===== src/rtl/riscv_bus_pkg.sv =====
// Shared definitions for the CPU data-memory request path: FSM state
// encoding, default MMIO window and the "no byte lanes" enable value.
package riscv_bus_pkg;

   // Request demux FSM states
   localparam logic [1:0] IDLE  = 2'd0;
   localparam logic [1:0] ISSUE = 2'd1;
   localparam logic [1:0] WAIT  = 2'd2;
   localparam logic [1:0] RESP  = 2'd3;

   // Default MMIO window: the top 64 KiB of the address space
   localparam logic [31:0] MMIO_BASE_DEF = 32'hFFFF_0000;
   localparam logic [31:0] MMIO_MASK_DEF = 32'hFFFF_0000;

   // A request with no byte lanes enabled is rejected without a bus cycle
   localparam logic [3:0] BE_NONE = 4'b0000;

endpackage


===== src/rtl/txn_timer.sv =====
// Saturating transaction timer. expired_o flags the enabled cycle in which
// the count reaches TIMEOUT, so the owner can act on it in that same cycle.
module txn_timer #(
   parameter int unsigned TIMEOUT = 255
) (
   input  logic clk,
   input  logic rst_n,
   input  logic clr_i,
   input  logic en_i,
   output logic expired_o
);

   localparam int unsigned CNT_W = $clog2(TIMEOUT + 1);
   localparam logic [CNT_W-1:0] CNT_MAX  = CNT_W'(TIMEOUT);
   localparam logic [CNT_W-1:0] CNT_LAST = CNT_W'(TIMEOUT - 1);

   logic [CNT_W-1:0] cnt_q, cnt_d;

   // Next count: clear wins, otherwise count up while enabled, stop at TIMEOUT
   always_comb begin
      cnt_d = cnt_q;
      if (clr_i) begin
         cnt_d = '0;
      end else if (en_i && (cnt_q != CNT_MAX)) begin
         cnt_d = cnt_q + CNT_W'(1);
      end
   end

   // Count register
   always_ff @(posedge clk or negedge rst_n) begin
      if (!rst_n) begin
         cnt_q <= '0;
      end else begin
         cnt_q <= cnt_d;
      end
   end

   // This enabled cycle is the one that brings the count up to TIMEOUT
   assign expired_o = en_i & (cnt_q >= CNT_LAST);

endmodule


===== src/rtl/dmem_req_demux2.sv =====
// Routes one CPU data-memory request to data RAM (port 0) or the MMIO
// window (port 1) and returns that target's response upstream. One
// transaction in flight; a timer turns a silent target into an error.
//
// Handshakes: a request transfers on a cycle where valid && ready are both
// high at the rising edge; valid, once raised, holds with stable fields
// until that edge. Response strobes (rsp_valid, p*_rsp_valid) are single
// cycle with no back-pressure.
module dmem_req_demux2
   import riscv_bus_pkg::*;
#(
   parameter int unsigned        DATA_W    = 32,
   parameter logic [DATA_W-1:0]  MMIO_BASE = DATA_W'(MMIO_BASE_DEF),
   parameter logic [DATA_W-1:0]  MMIO_MASK = DATA_W'(MMIO_MASK_DEF),
   parameter int unsigned        TIMEOUT   = 255
) (
   input  logic              clk,
   input  logic              rst_n,
   input  logic              req_valid,
   output logic              req_ready,
   input  logic [DATA_W-1:0] req_addr,
   input  logic [DATA_W-1:0] req_wdata,
   input  logic              req_we,
   input  logic [3:0]        req_be,
   output logic              rsp_valid,
   output logic [DATA_W-1:0] rsp_rdata,
   output logic              rsp_err,
   output logic              p0_req_valid,
   input  logic              p0_req_ready,
   output logic [DATA_W-1:0] p0_addr,
   output logic [DATA_W-1:0] p0_wdata,
   output logic              p0_we,
   output logic [3:0]        p0_be,
   input  logic              p0_rsp_valid,
   input  logic [DATA_W-1:0] p0_rsp_rdata,
   output logic              p1_req_valid,
   input  logic              p1_req_ready,
   output logic [DATA_W-1:0] p1_addr,
   output logic [DATA_W-1:0] p1_wdata,
   output logic              p1_we,
   output logic [3:0]        p1_be,
   input  logic              p1_rsp_valid,
   input  logic [DATA_W-1:0] p1_rsp_rdata,
   output logic [1:0]        dbg_state
);

   logic [1:0]        state_q, state_d;
   logic              sel_q, sel_d;
   logic [DATA_W-1:0] addr_q, addr_d;
   logic [DATA_W-1:0] wdata_q, wdata_d;
   logic              we_q, we_d;
   logic [3:0]        be_q, be_d;
   logic [DATA_W-1:0] rdata_q, rdata_d;
   logic              err_q, err_d;
   logic              tmr_clr, tmr_en, tmr_expired;

   // Only the selected target's ready/response are ever looked at
   logic              tgt_ready;
   logic              tgt_rsp_valid;
   logic [DATA_W-1:0] tgt_rsp_rdata;

   assign tgt_ready     = sel_q ? p1_req_ready : p0_req_ready;
   assign tgt_rsp_valid = sel_q ? p1_rsp_valid : p0_rsp_valid;
   assign tgt_rsp_rdata = sel_q ? p1_rsp_rdata : p0_rsp_rdata;

   txn_timer #(
      .TIMEOUT (TIMEOUT)
   ) u_timer (
      .clk       (clk),
      .rst_n     (rst_n),
      .clr_i     (tmr_clr),
      .en_i      (tmr_en),
      .expired_o (tmr_expired)
   );

   // Transaction FSM: accept, issue to one target, await response or timeout
   always_comb begin
      state_d = state_q;
      sel_d   = sel_q;
      addr_d  = addr_q;
      wdata_d = wdata_q;
      we_d    = we_q;
      be_d    = be_q;
      rdata_d = rdata_q;
      err_d   = err_q;
      tmr_clr = 1'b0;
      tmr_en  = 1'b0;
      case (state_q)
         IDLE: begin
            if (req_valid) begin
               addr_d  = req_addr;
               wdata_d = req_wdata;
               we_d    = req_we;
               be_d    = req_be;
               sel_d   = ((req_addr & MMIO_MASK) == MMIO_BASE);
               if (req_be == BE_NONE) begin
                  state_d = RESP;
                  err_d   = 1'b1;
                  rdata_d = '0;
               end else begin
                  state_d = ISSUE;
                  tmr_clr = 1'b1;
               end
            end
         end
         ISSUE: begin
            tmr_en = 1'b1;
            if (tmr_expired) begin
               state_d = RESP;
               err_d   = 1'b1;
               rdata_d = '0;
            end else if (tgt_ready) begin
               state_d = WAIT;
            end
         end
         WAIT: begin
            tmr_en = 1'b1;
            // A response landing on the expiry cycle still completes cleanly
            if (tgt_rsp_valid) begin
               state_d = RESP;
               err_d   = 1'b0;
               rdata_d = we_q ? '0 : tgt_rsp_rdata;
            end else if (tmr_expired) begin
               state_d = RESP;
               err_d   = 1'b1;
               rdata_d = '0;
            end
         end
         default: begin
            state_d = IDLE;
         end
      endcase
   end

   // State and latched request/response registers
   always_ff @(posedge clk or negedge rst_n) begin
      if (!rst_n) begin
         state_q <= IDLE;
         sel_q   <= 1'b0;
         addr_q  <= '0;
         wdata_q <= '0;
         we_q    <= 1'b0;
         be_q    <= '0;
         rdata_q <= '0;
         err_q   <= 1'b0;
      end else begin
         state_q <= state_d;
         sel_q   <= sel_d;
         addr_q  <= addr_d;
         wdata_q <= wdata_d;
         we_q    <= we_d;
         be_q    <= be_d;
         rdata_q <= rdata_d;
         err_q   <= err_d;
      end
   end

   assign req_ready = (state_q == IDLE);
   assign rsp_valid = (state_q == RESP);
   assign rsp_err   = rsp_valid & err_q;
   assign rsp_rdata = rdata_q;
   assign dbg_state = state_q;

   // The unselected port sees all-zero fields
   assign p0_req_valid = (state_q == ISSUE) & ~sel_q;
   assign p0_addr      = sel_q ? '0 : addr_q;
   assign p0_wdata     = sel_q ? '0 : wdata_q;
   assign p0_we        = ~sel_q & we_q;
   assign p0_be        = sel_q ? 4'b0000 : be_q;

   assign p1_req_valid = (state_q == ISSUE) & sel_q;
   assign p1_addr      = sel_q ? addr_q : '0;
   assign p1_wdata     = sel_q ? wdata_q : '0;
   assign p1_we        = sel_q & we_q;
   assign p1_be        = sel_q ? be_q : 4'b0000;

endmodule


===== config.mk =====
export PLATFORM = sky130hd
export DESIGN_NAME = dmem_req_demux2
export DESIGN_NICKNAME = d
export VERILOG_FILES = /design/src/rtl/riscv_bus_pkg.sv /design/src/rtl/txn_timer.sv /design/src/rtl/dmem_req_demux2.sv
export SDC_FILE = /design/constraint.sdc
export NUM_CORES = 1
export LEC_CHECK = 0
export ABC_CLOCK_PERIOD_IN_PS = 5300
export BUFFER_PORTS_ARGS = -buffer_cell sky130_fd_sc_hd__clkbuf_2
export CAP_MARGIN = 20
export CORE_ASPECT_RATIO = 2
export CORE_UTILIZATION = 37
export CTS_CLUSTER_DIAMETER = 200
export DETAILED_ROUTE_END_ITERATION = 10
export PLACE_DENSITY = 0.68
export SYNTH_ARGS = -nofsm -noshare
export SYNTH_HDL_FRONTEND = slang
export SYNTH_SLANG_ARGS = --single-unit

===== constraint.sdc =====
create_clock -name clk -period 5.3 [get_ports clk]
set_input_delay 0.795 -clock clk [delete_from_list [all_inputs] [get_ports clk]]
set_output_delay 0.795 -clock clk [all_outputs]
set_load 0.01 [all_outputs]

==> run summary <==
The final max-slew violation count is 0. Clock-pin slew was measured on the worst setup and hold paths at 0.06 ns. Setup repair after global routing left no endpoint under its margin. The run finished with clean final reports. On the critical path, the stage with the largest delay is an instance of sky130_fd_sc_hd__dfrtp_4. The antenna diode count came out at 0. Summed over all instances, the cell type with the most area after synthesis is sky130_fd_sc_hd__dfrtp_1. The worst register-to-register path ends at rsp_rdata[12].

The all-layer global routing usage is 18.8%. In this run the deepest clock path goes through 2 buffers. The number of hold violations in the final report is 0. The die height is 179 um. STA classifies the critical path startpoint as a register. The period utilization came out at 55.3%.

In the synthesized netlist, the cells that appear most often are 113 x sky130_fd_sc_hd__dfrtp_1, 72 x sky130_fd_sc_hd__and2_1, 71 x sky130_fd_sc_hd__mux2_2, 71 x sky130_fd_sc_hd__nor2b_1, 34 x sky130_fd_sc_hd__mux2i_1. The distinct cell type count of the synthesized netlist is 38. The worst hold path belongs to the class input pin to asynchronous set/reset pin. The detailed-router iteration count before antenna repair is 4.

The origin of the critical flop-to-flop path is sel_q. The kind of end point of the critical path is a primary output. The sum of buffers and inverters on the critical path came out at 2.

The final core utilization is 53.1%. The synthesized netlist net count is 642. In the synthesized netlist the dominant register cell turns out to be sky130_fd_sc_hd__dfrtp_1. The synthesized design contains 0 enable-type register cells. The synthesized area divided by synthesized cell count came out at 11.7 um^2. Traced cell by cell, the critical path runs through buf_4 -> and2_1 -> clkbuf_2. TritonCTS created 17 clock buffers. Across the VDD grid, the largest voltage drop is 304 uV. The async set-reset flop share out of synthesis came out at 100%. The yosys synthesis warning count came out at 0. The post-detailed-routing wire length came out at 15300 um. The count of input and output buffers is 316.

At the pin with the least slew margin, the transition time is 0.946 ns. The global-route wire length before repair came out at 23600 um. Entering global routing, the biggest net connects 73 pins. The average detailed-routed wire length per instance came out at 15.1 um. Post-CTS repair changed the size of 0 cells. 317 I/O pins were placed. The required time at the worst-slack endpoint came out at 4.51 ns. The sum of negative setup slack is 0 ns. For this design the ratio of total power to cell area is 516 nW/um^2. The number of buffers inserted by post-CTS setup repair is 0. The core region is 15300 um^2. The HPWL after detailed placement is 11700 um.

TritonCTS built the clock tree. The cell sitting at the root of the clock tree is a sky130_fd_sc_hd__clkbuf_16. The total number of H-tree levels came out at 4. The post-detailed-route via-to-cell ratio is 4.77.

The sequential cell area fraction in the yosys report came out at 48.9%. The tool flagged a number of max-cap violations equal to 0. The number of rows created at floorplan came out at 64.

The first-iteration detailed-routing DRC count is 91. The initial core utilization is 37.8%. The static leakage power came out at 4.10 nW. The flop-to-flop setup slack is 2.82 ns. The number of antenna violations at the first check in global routing came out at 1.

The proportion of netlist area held by the largest area contributor came out at 48.9%. The cell area that synthesis handed to floorplanning was 5780 um^2. Sorting the synthesized cells by area gives the leading types as sky130_fd_sc_hd__dfrtp_1 49%, sky130_fd_sc_hd__mux2_2 14%, sky130_fd_sc_hd__and2_1 7.8%, sky130_fd_sc_hd__nor2b_1 7.7%, sky130_fd_sc_hd__mux2i_1 5.9%. The total overflow left after global routing is 0. The global placer's final weighted congestion is 0.791.

The kind of cell with the highest combined delay on the critical path is flip-flops. The routed layout has 4832 vias. The synthesized instance count is 496.

Setup violations remaining at the end of the flow were counted as 0. The die covers 16200 um^2. The register bit total from synthesis is 113. The DRC violation count after routing is 0. The critical path is of the register to primary output type. Yosys instantiated no cell more often than sky130_fd_sc_hd__dfrtp_1. At the end of the flow, the number of nets in the layout was 948. Derived from the worst setup path, the maximum achievable clock frequency is 341 MHz. Clock tree synthesis found a total of 113 sinks. The clock network latency to the later pin of the worst-skew pair is 0.40 ns. The die boundary width came out at 90.4 um. The number of global-route vias before repair is 4688. Of all nets on the critical path, the largest fanout is 69.

The worst stage delay on the critical path came out at 0.78 ns. The fraction of final layout cells with drive strength greater than 1 is 53.1%. The worst-case reg-to-reg path depth came out at 4.

Measured against its own limit, the worst slew margin works out to 37.0%. The minimum clock period came out at 2.93 ns. The clock skew is 0.00793 ns. At the worst endpoint, the arrival time is 2.14 ns. The number of nets with antenna violations after detailed routing is 0.

Buffers inserted to repair hold after CTS numbered 0. The post-synthesis to final-layout area growth is 40.4%.
area by class of cell:
| type | instances | area, um^2 |
|---|---|---|
| Inverter | 7 | 26.3 |
| Clock inverter | 14 | 178 |
| Fill cell | 1440 | 7170 |
| Multi-Input combinational cell | 342 | 2780 |
| Tap cell | 198 | 248 |
| Timing Repair Buffer | 321 | 1620 |
| Clock buffer | 18 | 439 |
| Sequential cell | 113 | 2830 |
worst register-to-register path: cells and delay by family (launching register included):
family          cells  cell delay, ns
flops               1            0.78
mux                 1            0.45
compound gates      3            1.18
layer usage:
metal | wire length [um] | part of all wire [%] | track usage (%)
met1 | 5760 | 38 | 20.2
met2 | 8180 | 53 | 34.3
met3 | 886 | 5.8 | 4.79
met4 | 457 | 3.0 | 8.60
met5 | 13 | 0.085 | 0
state kept, by name, summed over array words and instances (netlist names):
register       cells
addr_q            32
rsp_rdata         32
wdata_q           32
u_timer.cnt_q      8
be_q               4
dbg_state          2
err_q              1
sel_q              1
we_q               1
cell usage in the layout, fill, tap and decap left out, types with 2 or more instances in the layout:
master	synthesis	final
sky130_fd_sc_hd__a211oi_1	3	3
sky130_fd_sc_hd__a21oi_1	5	5
sky130_fd_sc_hd__a31oi_1	2	2
sky130_fd_sc_hd__and2_1	72	72
sky130_fd_sc_hd__and3_1	3	3
sky130_fd_sc_hd__buf_4	0	6
sky130_fd_sc_hd__bufinv_16	0	3
sky130_fd_sc_hd__clkbuf_16	0	17
sky130_fd_sc_hd__clkbuf_2	1	315
sky130_fd_sc_hd__clkinv_4	0	2
sky130_fd_sc_hd__clkinvlp_4	0	4
sky130_fd_sc_hd__dfrtp_1	113	112
sky130_fd_sc_hd__ha_1	6	6
sky130_fd_sc_hd__inv_1	7	7
sky130_fd_sc_hd__inv_6	0	4
sky130_fd_sc_hd__mux2_2	71	71
sky130_fd_sc_hd__mux2i_1	34	34
sky130_fd_sc_hd__nand2_1	3	2
sky130_fd_sc_hd__nand3_1	4	4
sky130_fd_sc_hd__nand4_1	8	8
sky130_fd_sc_hd__nor2_1	8	8
sky130_fd_sc_hd__nor2b_1	71	71
sky130_fd_sc_hd__nor3_1	2	2
sky130_fd_sc_hd__o2111a_1	2	2
sky130_fd_sc_hd__o2bb2ai_1	30	30
sky130_fd_sc_hd__o2bb2ai_2	2	2
sky130_fd_sc_hd__xor2_1	2	2
kinds of logic (layout without fill, tap and decap cells):
kind of cell | Yosys count | count (layout) | share of synthesized area (%)
xor gates and xnor gates | 3 | 3 | 0.454
adders and majority gates | 6 | 6 | 1.30
DFF | 113 | 113 | 48.9
and+or+nand+nor | 175 | 175 | 18.5
AOI/OAI and AO/OA | 53 | 53 | 7.92
buffers and inverters | 41 | 360 | 3.20
muxes | 105 | 105 | 19.7
through the flow:
stage	std cells	power, mW	worst slack [ns]	instance area, um^2	hold WS [ns]
6_report	1013	4.19	2.37	8120	0.396
5_1_grt	1013	4.49	2.21	8120	0.446
4_1_cts	1013	4.26	2.35	8120	0.422
3_5_place_dp	981	3.06	2.77	7510	0.473
3_3_place_gp	981	3.03	2.79	7510	0.470
2_1_floorplan	496	2.47	3.38	5780	0.486
where the power goes:
group | switching [mW] | leakage (nW) | internal (mW) | total (mW)
combinational | 0.761 | 2.40 | 0.789 | 1.55
clock | 0.414 | 0.290 | 0.758 | 1.17
sequential | 0.258 | 1.41 | 1.21 | 1.47
how the worst max path moves through the flow:
stage / cells after the start / from / end
finish: 3 / sel_q / p1_addr[13]
global route: 3 / sel_q / p1_wdata[28]
CTS: 3 / sel_q / p1_addr[13]
detailed placement: 4 / sel_q / rsp_rdata[12]
global placement: 3 / sel_q / p1_addr[8]
floorplan: 3 / sel_q / p1_be[3]
(Power assumes the default switching activity.)
